[src/rtl/adrv9001_enable_sequencer.sv]
// rtl/adrv9001_enable_sequencer.sv - ADRV9001 reset sequencing and per-channel RX/TX enable arbitration
module adrv9001_enable_sequencer #(
    parameter int RST_PULSE_CYCLES  = 1000,
    parameter int RST_WAIT_CYCLES   = 10000,
    parameter int TURNAROUND_CYCLES = 100,
    parameter int CNT_WIDTH         = 16
) (
    input  logic       clk,
    input  logic       rst,
    input  logic       reset_req,
    input  logic [1:0] rx_en_req,
    input  logic [1:0] tx_en_req,
    output logic       ready,
    output logic [3:0] ch_state,
    output logic [1:0] conflict,
    output logic       adrv9001_rstn,
    output logic       adrv9001_rx1,
    output logic       adrv9001_rx2,
    output logic       adrv9001_tx1,
    output logic       adrv9001_tx2
);

    typedef enum logic [1:0] {RST_ASSERT = 2'd0, RST_WAIT = 2'd1, RUN = 2'd2} top_t;
    typedef enum logic [1:0] {CH_IDLE = 2'd0, CH_RX = 2'd1, CH_TX = 2'd2, CH_GUARD = 2'd3} ch_t;

    // Counters run 0..N-1 so the transition lands exactly on the N-th edge.
    localparam logic [CNT_WIDTH-1:0] PULSE_LAST = CNT_WIDTH'(RST_PULSE_CYCLES - 1);
    localparam logic [CNT_WIDTH-1:0] WAIT_LAST  = CNT_WIDTH'(RST_WAIT_CYCLES - 1);
    localparam logic [CNT_WIDTH-1:0] GUARD_LAST =
        CNT_WIDTH'((TURNAROUND_CYCLES > 0) ? TURNAROUND_CYCLES - 1 : 0);

    top_t                 top_q, top_d;
    logic [CNT_WIDTH-1:0] cnt_q, cnt_d;
    ch_t                  ch_q [2];
    ch_t                  ch_d [2];
    logic [CNT_WIDTH-1:0] gcnt_q [2];
    logic [CNT_WIDTH-1:0] gcnt_d [2];
    logic [1:0]           conflict_q, conflict_d;

    always_ff @(posedge clk or posedge rst) begin
        if (rst) begin
            top_q      <= RST_ASSERT;
            cnt_q      <= '0;
            conflict_q <= '0;
            for (int i = 0; i < 2; i++) begin
                ch_q[i]   <= CH_IDLE;
                gcnt_q[i] <= '0;
            end
        end else begin
            top_q      <= top_d;
            cnt_q      <= cnt_d;
            conflict_q <= conflict_d;
            for (int i = 0; i < 2; i++) begin
                ch_q[i]   <= ch_d[i];
                gcnt_q[i] <= gcnt_d[i];
            end
        end
    end

    always_comb begin
        top_d = top_q;
        cnt_d = cnt_q;
        if (reset_req) begin
            top_d = RST_ASSERT;
            cnt_d = '0;
        end else begin
            case (top_q)
                RST_ASSERT: begin
                    if (cnt_q == PULSE_LAST) begin
                        top_d = RST_WAIT;
                        cnt_d = '0;
                    end else begin
                        cnt_d = cnt_q + 1'b1;
                    end
                end
                RST_WAIT: begin
                    if (cnt_q == WAIT_LAST) begin
                        top_d = RUN;
                        cnt_d = '0;
                    end else begin
                        cnt_d = cnt_q + 1'b1;
                    end
                end
                RUN:     top_d = RUN;
                default: top_d = RST_ASSERT;
            endcase
        end
    end

    // Leaving RUN drops channels straight to IDLE; the guard only applies to normal disables.
    always_comb begin
        conflict_d = '0;
        for (int i = 0; i < 2; i++) begin
            ch_d[i]   = ch_q[i];
            gcnt_d[i] = gcnt_q[i];
            if (top_q != RUN || reset_req) begin
                ch_d[i]   = CH_IDLE;
                gcnt_d[i] = '0;
            end else begin
                case (ch_q[i])
                    CH_IDLE: begin
                        if (rx_en_req[i] && !tx_en_req[i])
                            ch_d[i] = CH_RX;
                        else if (tx_en_req[i] && !rx_en_req[i])
                            ch_d[i] = CH_TX;
                        else if (rx_en_req[i] && tx_en_req[i])
                            conflict_d[i] = 1'b1;
                    end
                    CH_RX: begin
                        conflict_d[i] = tx_en_req[i];
                        if (!rx_en_req[i]) begin
                            ch_d[i]   = (TURNAROUND_CYCLES == 0) ? CH_IDLE : CH_GUARD;
                            gcnt_d[i] = '0;
                        end
                    end
                    CH_TX: begin
                        conflict_d[i] = rx_en_req[i];
                        if (!tx_en_req[i]) begin
                            ch_d[i]   = (TURNAROUND_CYCLES == 0) ? CH_IDLE : CH_GUARD;
                            gcnt_d[i] = '0;
                        end
                    end
                    default: begin
                        if (gcnt_q[i] == GUARD_LAST) begin
                            ch_d[i]   = CH_IDLE;
                            gcnt_d[i] = '0;
                        end else begin
                            gcnt_d[i] = gcnt_q[i] + 1'b1;
                        end
                    end
                endcase
            end
        end
    end

    assign ready         = (top_q == RUN);
    assign adrv9001_rstn = (top_q != RST_ASSERT);
    assign ch_state      = {ch_q[1], ch_q[0]};
    assign conflict      = conflict_q;
    assign adrv9001_rx1  = (ch_q[0] == CH_RX);
    assign adrv9001_tx1  = (ch_q[0] == CH_TX);
    assign adrv9001_rx2  = (ch_q[1] == CH_RX);
    assign adrv9001_tx2  = (ch_q[1] == CH_TX);

endmodule

[config.mk]
export PLATFORM = sky130hd
export DESIGN_NAME = adrv9001_enable_sequencer
export DESIGN_NICKNAME = d
export VERILOG_FILES = /design/src/rtl/adrv9001_enable_sequencer.sv
export SDC_FILE = /design/constraint.sdc
export NUM_CORES = 1
export LEC_CHECK = 0
export ABC_AREA = 1
export BUFFER_PORTS_ARGS = -buffer_cell sky130_fd_sc_hd__buf_2
export CAP_MARGIN = 20
export CORE_UTILIZATION = 60
export CTS_CLUSTER_DIAMETER = 50
export DETAILED_ROUTE_END_ITERATION = 7
export GPL_ROUTABILITY_DRIVEN = 0
export PLACE_DENSITY_LB_ADDON = 0.08
export SETUP_SLACK_MARGIN = 0.2
export SLEW_MARGIN = 20
export SYNTH_ARGS = -nofsm -noshare
export SYNTH_HDL_FRONTEND = slang
export SYNTH_SLANG_ARGS = --single-unit
[constraint.sdc]
create_clock -name clk -period 2 [get_ports clk]
set_input_delay 0.4 -clock clk [delete_from_list [all_inputs] [get_ports clk]]
set_output_delay 0.4 -clock clk [all_outputs]
set_load 0.005 [all_outputs]
==> results.yml <==
cells_and_area:
  mostFrequentLayoutCell: "nand2_1"
  area.growth.synth_to_final_pct: 12.8
  n_antenna_cell: 0
  drive_gt1_share_pct: 15.7
  fin_nets: 607
  register_area_sq_um: 1400
  finalNonFillerCells: 660
  multi_input_area_sq_um: 2090
  mostFrequentLayoutCells: "nand2_1 (143), inv_1 (87), nor2_1 (69), dfrtp_1 (55), nand3_1 (44)"
  final_util_pct: 70.9
  fillCellCount: 491
clock_network:
  cts_htree_levels: 2
  hold_buffers: 0
  cts-root-buf: "clkbuf_8"
  clkLatencyLatePin_ns: 0.31
  clk_path_buf_depth: 2
  cts_made_buffers: 5
  path_clk_slew_ns: 0.10
  clock_sinks: 56
  cts_tree: "yes"
logic_synthesis:
  synthesis.area_sq_um: 3760
  ys.flop_type: "dfrtp_1"
  syn-num-nets: 571
  ys_seq_area_share_pct: 37.2
  avgSynthCellArea_sq_um: 6.86
  yosysUniqueCellTypes: 31
  synth-seq-cells: 56
  synth_edf_count: 0
  yosysWarningCount: 0
  async_reset_ff_share_pct: 100
  synth_cells: 549
power:
  p_leak_nw: 2.18
  peakVddDrop_mv: 0.435
  p_total_mw: 2.89
  power_density_nw_per_um2: 680
global_routing:
  grt-ovfl-total: 0
  met3_usage_pct: 3.37
  grt_pass1_vias: 3132
  grt_pass1_wl_mm: 13.4
  grt_max_degree: 25
  met1_usage_pct: 35.2
  grt_usage_pct: 25.9
  busiest_layer: "met2"
  use_met2_pct: 42.9
  antenna_found_initial: 0
timing:
  final-max-slew-violation-count: 0
  fmax_mhz: 578
  slew_headroom_pct: 64.5
  hold_violations: 0
  fin_setup_tns_ns: 0
  period_share_pct: 86.6
  finalClockSkew_ns: 0.0120
  final-setup-viol-count: 0
  rsz0062_at_grt: "no"
  fin_crit_ns: 1.73
  tightest_slew_ns: 0.532
critical_path:
  cpMostUsedCell: "inv_2"
  timing.rr.start: "top_q[0]$_DFFE_PP0P_"
  crit_fanout: 7
  start_kind: "flop"
  slowest_delay_ns: 0.42
  endpoint_kind: "flop"
  cp.arrival_ns: 1.96
  crit_chain: "inv_2 > ha_2 > inv_2 > nor2_4 > buf_12 > inv_4 > or2_1 > or2_0 > o21ai_1"
  reg2regPathDepth: 9
  crit_slowest_cell: "dfrtp_1"
  worstPathRequired_ns: 2.23
  cp.depth: 9
  path_buf_inv: 4
  crit-reg2reg-capture: "ch_state[3]$_DFFE_PP0P_"
  r2r_slack_ns: 0.27
  cpLargestDelayFamily: "simple AND/OR/NAND/NOR gates"
  critPathKind: "reg2reg"
hold_path:
  holdCritPathClass: "in2async"
routing:
  drc_errors: 0
  dr.first_iter.drc_count: 191
  wire_per_inst_um: 12.3
  via_per_inst: 5.33
  vias: 3517
  first_pass_iters: 5
  ant_nets: 0
  wl_mm: 8.10
die:
  die_h_um: 81.2
  dieArea_sq_um: 6590
  core_area_sq_um: 5990
  rows: 28
  pin_count: 19
  die_w_um: 81.2
  start_util_pct: 62.8
placement:
  dp.final_hpwl_mm: 5.91
  io_buffers: 18
  place_inst: 643
outcome:
  status: "complete, no violations"
job:
  maxCapViolCount: 0
[how the worst max path moves through the flow]
stage	to	slack, ns	start
after CTS	gcnt_q[5]$_DFFE_PP0P_	0.21	top_q[0]$_DFFE_PP0P_
after global routing	cnt_q[7]$_DFFE_PP0P_	0.16	top_q[0]$_DFFE_PP0P_
final	ch_state[3]$_DFFE_PP0P_	0.27	top_q[0]$_DFFE_PP0P_
after detailed placement	gcnt_q[19]$_DFFE_PP0P_	0.12	top_q[0]$_DFFE_PP0P_
after floorplan	ch_state[0]$_DFFE_PP0P_	0.23	rst
after global placement	gcnt_q[20]$_DFFE_PP0P_	0.23	top_q[0]$_DFFE_PP0P_
[repair_timing]
item	in CTS	in global routing
gates cloned	1	1
gates resized for setup	4	32
buffers inserted	0	8
hold endpoints to repair	0	0
endpoints found under the setup margin	13	37
pin swaps	1	8
[cells by family after synthesis]
group,share of synthesized area [%]
xor+xnor,1.40
buf+inv,10.4
fa+ha+maj,4.99
compound gates,6.32
flops,37.2
simple gates,39.6
[where the power goes]
group / switching [mW] / internal (mW)
sequential: 0.0565 / 1.19
combinational: 0.664 / 0.381
clock: 0.359 / 0.238
total: 1.08 / 1.81
[layer usage]
metal	part of all wire, %	vias to the layer above
met3	4.5	10
met2	47	88
met1	48	1626
met4	1.0	0
met5	0	-
li1	-	1793
[registers in the layout, indices dropped and copies added (netlist names)]
name      flops
gcnt_q       32
cnt_q        16
ch_state      4
conflict      2
top_q         2
[Yosys cell counts, drive strengths merged, types with 4 or more instances]
cell type  number  area [sq um]
nand2         157           619
inv            94           360
nor2           86           370
dfrtp          56          1400
nand3          45           230
o21ai          23           130
nand4          19           119
ha             15           188
a21oi          14          70.1
nor3           12          60.1
nand3b          6          45.0
and3            4          28.8
buf             4          32.5
xor2            4          35.0
[final cells by class]
cell class	instances	share of cell area, %
well taps	75	2.21
repair buffers	31	5.01
flip-flops and latches	56	33.0
multi-input cells	397	49.2
clock inverters	2	0.295
inverters	94	8.60
clock buffers	5	1.62
[through the flow]
step,setup slack (ns),cell area (sq um),hold WS [ns]
after floorplan,0.229,3760,0.467
after global placement,0.228,3970,0.468
after detailed placement,0.120,3970,0.472
after CTS,0.208,4070,0.125
after global routing,0.158,4250,0.159
final,0.269,4250,0.120
(Power assumes the default switching activity.)
